**config.mk**
```make
export PLATFORM = sky130hd
export DESIGN_NAME = uart_rx_packer_flat
export DESIGN_NICKNAME = d
export VERILOG_FILES = /design/src/rtl/uart_rx_packer_if.sv /design/src/rtl/uart_rx_packer.sv /design/src/flat_wrapper.sv
export SDC_FILE = /design/constraint.sdc
export NUM_CORES = 1
export LEC_CHECK = 0
export BUFFER_PORTS_ARGS = -buffer_cell sky130_fd_sc_hd__buf_2
export CORE_ASPECT_RATIO = 1.25
export CORE_MARGIN = 3
export CORE_UTILIZATION = 35
export CTS_BUF_LIST = sky130_fd_sc_hd__clkbuf_2 sky130_fd_sc_hd__clkbuf_4 sky130_fd_sc_hd__clkbuf_8
export DETAILED_ROUTE_END_ITERATION = 8
export PLACE_DENSITY = 0.56
export SLEW_MARGIN = 0
export SYNTH_ARGS = -nofsm -noshare
export SYNTH_HDL_FRONTEND = slang
export SYNTH_SLANG_ARGS = --single-unit
```
**constraint.sdc**
```tcl
create_clock -name clk -period 2.3 [get_ports clk]
set_input_delay 0.23 -clock clk [delete_from_list [all_inputs] [get_ports clk]]
set_output_delay 0.23 -clock clk [all_outputs]
set_load 0.1 [all_outputs]
```
**src/rtl/uart_rx_packer_if.sv**
```systemverilog
// Valid/ready stream carrying one packed UART bus beat.
// The master drives data/valid and the slave drives ready.
interface uart_rx_packer_if #(
  parameter int W_BUS = 128
) ();
  logic [W_BUS-1:0] data;
  logic             valid;
  logic             ready;

  modport master (output data, output valid, input ready);
  modport slave  (input data, input valid, output ready);
endinterface

```
**src/rtl/uart_rx_packer.sv**
```systemverilog
// 8N1 UART receiver that packs N_WORDS words into one W_BUS-bit stream beat.
// The pack buffer and the output register form a double buffer.
module uart_rx_packer #(
  parameter int CLOCKS_PER_PULSE = 4,
  parameter int BITS_PER_WORD    = 8,
  parameter int W_BUS            = 128
) (
  input  logic             clk,
  input  logic             rstn,
  input  logic             rx,
  uart_rx_packer_if.master m,
  output logic             frame_err,
  output logic             overrun
);
  localparam int N_WORDS = W_BUS / BITS_PER_WORD;
  localparam int CW      = $clog2(CLOCKS_PER_PULSE + 1);
  localparam int BW      = $clog2(BITS_PER_WORD + 1);
  localparam int WW      = $clog2(N_WORDS + 1);

  typedef enum logic [2:0] {IDLE, START, DATA, STOP, WAIT_HIGH} state_t;

  state_t                   state, state_next;
  logic                     rx_meta, rx_s;
  logic [CW-1:0]            clk_cnt, clk_cnt_next;
  logic [BW-1:0]            bit_cnt, bit_cnt_next;
  logic [WW-1:0]            word_cnt;
  logic [BITS_PER_WORD-1:0] shift_reg, shift_next;
  logic [W_BUS-1:0]         pack_buf, bus_full, data_q;
  logic                     valid_q, tick, word_ok, stop_bad, bus_done;

  always_ff @(posedge clk or negedge rstn) begin
    if (!rstn) begin
      rx_meta <= 1'b1;
      rx_s    <= 1'b1;
    end else begin
      rx_meta <= rx;
      rx_s    <= rx_meta;
    end
  end

  always_ff @(posedge clk or negedge rstn) begin
    if (!rstn) begin
      state     <= IDLE;
      clk_cnt   <= '0;
      bit_cnt   <= '0;
      shift_reg <= '0;
    end else begin
      state     <= state_next;
      clk_cnt   <= clk_cnt_next;
      bit_cnt   <= bit_cnt_next;
      shift_reg <= shift_next;
    end
  end

  // The counter is loaded with N and the action fires on the cycle it reads 1,
  // so every sample lands N cycles after the load.
  assign tick = (clk_cnt == CW'(1));

  always_comb begin
    state_next   = state;
    clk_cnt_next = clk_cnt;
    bit_cnt_next = bit_cnt;
    shift_next   = shift_reg;
    word_ok      = 1'b0;
    stop_bad     = 1'b0;
    case (state)
      IDLE: begin
        if (!rx_s) begin
          state_next   = START;
          clk_cnt_next = CW'(CLOCKS_PER_PULSE / 2);
        end
      end
      START: begin
        if (tick) begin
          clk_cnt_next = CW'(CLOCKS_PER_PULSE);
          bit_cnt_next = '0;
          state_next   = rx_s ? IDLE : DATA;
        end else begin
          clk_cnt_next = clk_cnt - CW'(1);
        end
      end
      DATA: begin
        if (tick) begin
          shift_next   = {rx_s, shift_reg[BITS_PER_WORD-1:1]};
          bit_cnt_next = bit_cnt + BW'(1);
          clk_cnt_next = CW'(CLOCKS_PER_PULSE);
          if (bit_cnt == BW'(BITS_PER_WORD - 1)) state_next = STOP;
        end else begin
          clk_cnt_next = clk_cnt - CW'(1);
        end
      end
      STOP: begin
        if (tick) begin
          clk_cnt_next = '0;
          if (rx_s) begin
            word_ok    = 1'b1;
            state_next = IDLE;
          end else begin
            stop_bad   = 1'b1;
            state_next = WAIT_HIGH;
          end
        end else begin
          clk_cnt_next = clk_cnt - CW'(1);
        end
      end
      WAIT_HIGH: begin
        if (rx_s) state_next = IDLE;
      end
      default: state_next = IDLE;
    endcase
  end

  // The completing word is merged combinationally so the output register can
  // load the full bus on the same edge that accepts the last word.
  always_comb begin
    bus_full = pack_buf;
    bus_full[W_BUS-1 -: BITS_PER_WORD] = shift_reg;
  end

  assign bus_done = word_ok && (word_cnt == WW'(N_WORDS - 1));

  always_ff @(posedge clk or negedge rstn) begin
    if (!rstn) begin
      pack_buf <= '0;
      word_cnt <= '0;
    end else if (word_ok) begin
      for (int k = 0; k < N_WORDS; k++) begin
        if (word_cnt == WW'(k)) pack_buf[k*BITS_PER_WORD +: BITS_PER_WORD] <= shift_reg;
      end
      word_cnt <= bus_done ? '0 : word_cnt + WW'(1);
    end
  end

  // A consumer handshake in the completion cycle frees the register, so the new
  // bus loads without a bubble; otherwise a pending bus blocks and drops it.
  always_ff @(posedge clk or negedge rstn) begin
    if (!rstn) begin
      data_q    <= '0;
      valid_q   <= 1'b0;
      overrun   <= 1'b0;
      frame_err <= 1'b0;
    end else begin
      overrun   <= 1'b0;
      frame_err <= stop_bad;
      if (bus_done) begin
        if (!valid_q || m.ready) begin
          data_q  <= bus_full;
          valid_q <= 1'b1;
        end else begin
          overrun <= 1'b1;
        end
      end else if (valid_q && m.ready) begin
        valid_q <= 1'b0;
      end
    end
  end

  assign m.data  = data_q;
  assign m.valid = valid_q;
endmodule

```
**src/flat_wrapper.sv**
```systemverilog
// flat-port wrapper written by rule: the top's interface ports become plain ports
module uart_rx_packer_flat 
#(
  parameter int CLOCKS_PER_PULSE = 4,
  parameter int BITS_PER_WORD    = 8,
  parameter int W_BUS            = 128
)
  (clk, rstn, rx, frame_err, overrun, m_data, m_valid, m_ready);
  uart_rx_packer_if #(.W_BUS(W_BUS)) m_i ();
  input  logic clk;
  input  logic rstn;
  input  logic rx;
  output logic frame_err;
  output logic overrun;
  output wire logic [$bits(m_i.data)-1:0] m_data;
  output wire logic [$bits(m_i.valid)-1:0] m_valid;
  input wire logic [$bits(m_i.ready)-1:0] m_ready;
  assign m_data = m_i.data;
  assign m_valid = m_i.valid;
  assign m_i.ready = m_ready;
  uart_rx_packer #(.CLOCKS_PER_PULSE(CLOCKS_PER_PULSE), .BITS_PER_WORD(BITS_PER_WORD), .W_BUS(W_BUS)) u_core (.clk(clk), .rstn(rstn), .rx(rx), .m(m_i), .frame_err(frame_err), .overrun(overrun));
endmodule
```
Word-level counts from Yosys, hierarchy flattened
Cells that the tools add are included.
{"block": "classes", "addsub": 3, "n_eq_ne": 28, "mux": 28, "reduce_logical": 31}
{"cell": "== test 5 x 4 -> 1 bit, second input constant", "n": 8}
{"cell": "AND reduction 2 bit", "n": 19}
{"cell": "two-way mux 3 bit", "n": 10}
{"cell": "== test 5 x 3 -> 1 bit, second input constant", "n": 4}
{"cell": "case mux 3 bit (5 select lines)", "n": 1}
{"cell": "two-way mux 1 bit", "n": 11}
{"cell": "== test 5 x 2 -> 1 bit, second input constant", "n": 2}
{"cell": "inequality test 2 x 1 -> 1 bit, second input constant", "n": 5}
{"cell": "case mux 3 bit (3 select lines)", "n": 1}
{"cell": "two-way mux 4 bit", "n": 2}
{"cell": "case mux 4 bit (2 select lines)", "n": 1}
{"cell": "== test 3 x 1 -> 1 bit, second input constant", "n": 2}
{"cell": "== test 3 x 2 -> 1 bit, second input constant", "n": 2}
{"cell": "AND reduction 6 bit", "n": 1}
{"cell": "adder 5 x 1 -> 5 bit, second input constant", "n": 1}
{"cell": "== test 5 x 1 -> 1 bit, second input constant", "n": 1}
{"cell": "zero test 5 bit", "n": 1}
{"cell": "two-way mux 5 bit", "n": 1}
{"cell": "adder 4 x 1 -> 4 bit, second input constant", "n": 1}
{"cell": "== test 4 x 3 -> 1 bit, second input constant", "n": 1}
{"cell": "inequality test 2 bit, second input constant", "n": 2}
{"cell": "nonzero test 2 bit", "n": 2}
{"cell": "== test 3 bit, second input constant", "n": 1}
{"cell": "zero test 3 bit", "n": 1}
{"cell": "other kinds (8)", "n": 9}
{"block": "totals", "regBits": 276, "input_bits": 4}

Depth between registers and ports, before layout
{"block": "logic_depth", "word_depth": 6, "depth_mapped": 7, "depth_no_buf": 5}

Worst setup path after synthesis
No wires, ideal clock.
{"block": "synth_timing", "path_kind": "reg-to-reg", "from": "reg u_core.valid_q, in the netlist u_core.m.valid", "to": "reg u_core.data_q[0], in the netlist u_core.m.data[0]", "setup_time_ns": 0.126, "arrival_ns": 2.018, "setup_slack_ns": 0.156, "stages_incl_launch_ff": 6, "path_buffers": 2, "period_less_slack_ns": 2.144, "cell_sequence": "dfrtp_1 > nand2b_1 > nand4_1 > clkbuf_1 > buf_2 > mux2_2"}
{"block": "synth_between", "elab_chain_len": 3}
{"item": "start, declared", "line_no": "uart_rx_packer.sv:29", "text": "logic valid_q, tick, word_ok, stop_bad, bus_done;"}
{"item": "start signal, assigned", "line_no": "uart_rx_packer.sv:139", "text": "valid_q <= 1'b0;"}
{"item": "start signal, assigned", "line_no": "uart_rx_packer.sv:148", "text": "valid_q <= 1'b1;"}
{"item": "start signal, assigned", "line_no": "uart_rx_packer.sv:153", "text": "valid_q <= 1'b0;"}
{"item": "zero test 1 bit", "line_no": "uart_rx_packer.sv:146", "text": "if (!valid_q || m.ready) begin"}
{"item": "logical OR 1 bit", "line_no": "uart_rx_packer.sv:146"}
{"item": "AND reduction 2 bit (no source line)"}
{"item": "end signal, assigned", "line_no": "uart_rx_packer.sv:147", "text": "data_q <= bus_full;"}
{"item": "end, declared", "line_no": "uart_rx_packer.sv:28", "text": "logic [W_BUS-1:0] pack_buf, bus_full, data_q;"}
No other way between the ends.
A chain may end at the register's enable or synchronous reset.

Final worst setup path
{"block": "layout_timing", "from": "reg u_core.clk_cnt[1]", "to": "reg u_core.pack_buf[54]"}
{"block": "layout_between", "elab_chain_len": 4}
{"item": "start, declared", "line_no": "uart_rx_packer.sv:24", "text": "logic [CW-1:0] clk_cnt, clk_cnt_next;"}
{"item": "start signal, assigned", "line_no": "uart_rx_packer.sv:49", "text": "clk_cnt <= clk_cnt_next;"}
{"item": "== test 3 x 1 -> 1 bit", "line_no": "uart_rx_packer.sv:57", "text": "assign tick = (clk_cnt == CW'(1));"}
{"item": "two-way mux 1 bit", "line_no": "uart_rx_packer.sv:93", "text": "if (tick) begin"}
{"item": "two-way mux 1 bit", "line_no": "uart_rx_packer.sv:66", "text": "case (state)"}
{"item": "AND reduction 2 bit (no source line)"}
{"item": "end signal, assigned by index", "line_no": "uart_rx_packer.sv:128", "text": "if (word_cnt == WW'(k)) pack_buf[k*BITS_PER_WORD +: BITS_PER_WORD] <= shift_reg;"}
{"item": "end, declared", "line_no": "uart_rx_packer.sv:28"}
No other way between the ends.

==> out/summary.txt <==
Post-Syn Area per Cell = 15.8 um^2
Layout fillers = 2,825
GR Util All Layers = 14.7%
CP required = 2.71 ns
Final ANT Viol Nets = 0
Crit Path Max Fanout = 9
Residual DRC = 0
H-tree depth = 2
Root Buffer = clkbuf_8
setup_tns = 0 ns
fin crit share = 89.7%
core area = 0.0303 mm^2
number of max-cap violations = 0
unrepaired setup endpoints after global routing = no
hold slack = 0.255 ns
mean number of vias per cell = 4.79
I/O Pins = 135
GPL Wtd Cong = 0.761
yosys warns = 0
Setup-failing EPs final = 0
Design Area, Final = 0.0132 mm^2
drt pass-1 iters = 4
grt total ovfl = 0
outcome = completed
Initial Util = 35.7%
synthesized instance count = 682
arrival time of the worst setup path = 2.47 ns
die width = 163 um
Fin. Hold Viols = 0
Synth Cell Area = 0.0108 mm^2
top-count cell post-synth = dfrtp_1
Antenna Cells = 0
Detail Placement HPWL = 14.8 mm
post-layout util = 43.7%
VDD IR max = 446 uV
Synth area leaders = dfrtp_1 63%, mux2_2 26%, nor4_4 1.4%
Clk pwr share = 41.3%
Clock Sinks = 276
EDFF count, synth = 0
post-synthesis sequential area ratio = 64.0%
DP Area = 0.0122 mm^2
Leakage = 7.08 nW
CTS tree = built
Distinct cells, synth = 44
Max Clock Freq = 485 MHz
top cells by count, synth = 274 x dfrtp_1, 252 x mux2_2, 21 x buf_2
sequential share of power = 49.3%
Area growth, synth to finish = 22.5%
Sw Ratio = 25.4%
Worst Tran Pin Value = 1.13 ns
maximum clock path buffer count = 3
drt initial violations = 258
fin cells = 1,296
Pwr Density = 807 mW/mm^2
Die Ht = 202 um
ys async rst share = 100%
worst relative slew slack = 24.9%
Total Wirelength = 23.9 mm
max reg flops = 128
CP Class = flip-flop to flip-flop
worst min-delay path class = input pin to async pin
post-route minimum period = 2.06 ns
vias in the first global route = 6,597
CP endpoint kind = flip-flop
Setup crit start kind = flip-flop
Die Area = 0.0330 mm^2
first-pass GRT wire length = 38.4 mm
#FFs+latches synth = 276
Net Count, Synth = 693
cell taking the most area after synthesis = dfrtp_1
Row Count = 71
Port-buffer cells = 134
Max Clock Skew = 0.0171 ns
post-CTS setup buffer count = 0
Reg clk slew, reported paths = 0.06 ns
Yosys top cell area share = 63.5%
max-slew violation count = 0
via count = 6,211
internal power = 0.00797 W
Switch Pwr = 0.00272 W
placed cell count = 1,212
initial antenna violation count = 0
Logic pwr share = 9.4%
share of layout cells above drive strength 1 = 57.2%
clock latency on the worst-skew pair = 0.54 ns
total CTS buffers = 47
WL/cell = 18.4 um
Synth Flop Type = dfrtp_1
largest net degree at the start of global routing = 72
nets = 874
cells by family after synthesis:
group / synth area share [%]
DFF: 64.0
muxes: 26.8
and+or+nand+nor: 4.63
buffers and inverters: 1.88
AOI/OAI and AO/OA: 1.84
adders and majority gates: 0.811
xor gates and xnor gates: 0.0811
power groups by stage:
stage	clock network [W]	registers, W	logic, W
final	0.00442	0.00526	0.00100
after global routing	0.00483	0.00530	0.00113
after CTS	0.00458	0.00527	0.00102
after detailed placement	0	0.00536	0.00101
after global placement	0	0.00536	0.00100
after floorplan	0	0.00517	0.000752
routing by layer:
layer	GRT usage, %	vias up	part of all wire [%]
li1	-	2806	-
met1	19.9	3235	45
met2	23.5	143	47
met3	4.37	27	6.1
met4	3.54	0	1.3
met5	0	-	0
final cells by class:
cell class	count	area, um^2	area share [%]
Clock buffer	79	950	7.18
Clock inverter	2	10.0	0.0756
Inverter	6	22.5	0.170
Multi-Input combinational cell	360	3690	27.9
Sequential cell	276	6910	52.2
Tap cell	401	502	3.79
Timing Repair Buffer	172	1150	8.68
metrics by stage:
stage | setup WS [ns] | total power, W
after floorplan | 0.156 | 0.00593
after global placement | 0.141 | 0.00636
final | 0.237 | 0.0107
after detailed placement | 0.111 | 0.00637
after global routing | 0.000782 | 0.0113
after CTS | 0.129 | 0.0109
worst max-delay path, cell delays in order (launching register included):
cell	delay, ns
dfrtp_1	0.37
inv_1	0.08
ha_1	0.29
nor4bb_1	0.26
buf_4	0.18
nand3_1	0.35
mux2_2	0.41
path summary, 6_finish.rpt:
kind                       depth (start not counted)                          start                              end  slack, ns
min in group clk                                   0       u_core.rx_meta$_DFF_PN1_            u_core.rx_s$_DFF_PN1_       0.36
max in group asynchronous                          3                           rstn  u_core.pack_buf[90]$_DFFE_PN0P_       1.30
setup reg to reg                                   6  u_core.clk_cnt[1]$_DFFE_PN0P_  u_core.pack_buf[54]$_DFFE_PN0P_       0.24
hold / removal                                     2                           rstn    u_core.m.data[12]$_DFFE_PN0P_       0.26
setup / recovery                                   6  u_core.clk_cnt[1]$_DFFE_PN0P_  u_core.pack_buf[54]$_DFFE_PN0P_       0.24
hold reg to reg                                    0       u_core.rx_meta$_DFF_PN1_            u_core.rx_s$_DFF_PN1_       0.36
placed cells by master (no fill, tap or decap), types with 6 or more instances in the layout:
cell type / n
nand2_1: 9
nand3_1: 10
clkbuf_4: 22
buf_4: 21
buf_12: 14
inv_1: 6
ha_1: 7
nor4_4: 7
buf_2: 133
nor2b_1: 9
nor2_1: 7
dfrtp_1: 274
nand2b_1: 6
clkbuf_8: 57
o21ai_0: 7
mux2_2: 252
timing repair:
item                       in CTS  in global routing
setup endpoints to repair       0                  1
resized for setup               0                  1
hold endpoints to repair       67                  0
hold buffers                    3                  0
No activity file was read; power rests on OpenSTA's default activity.
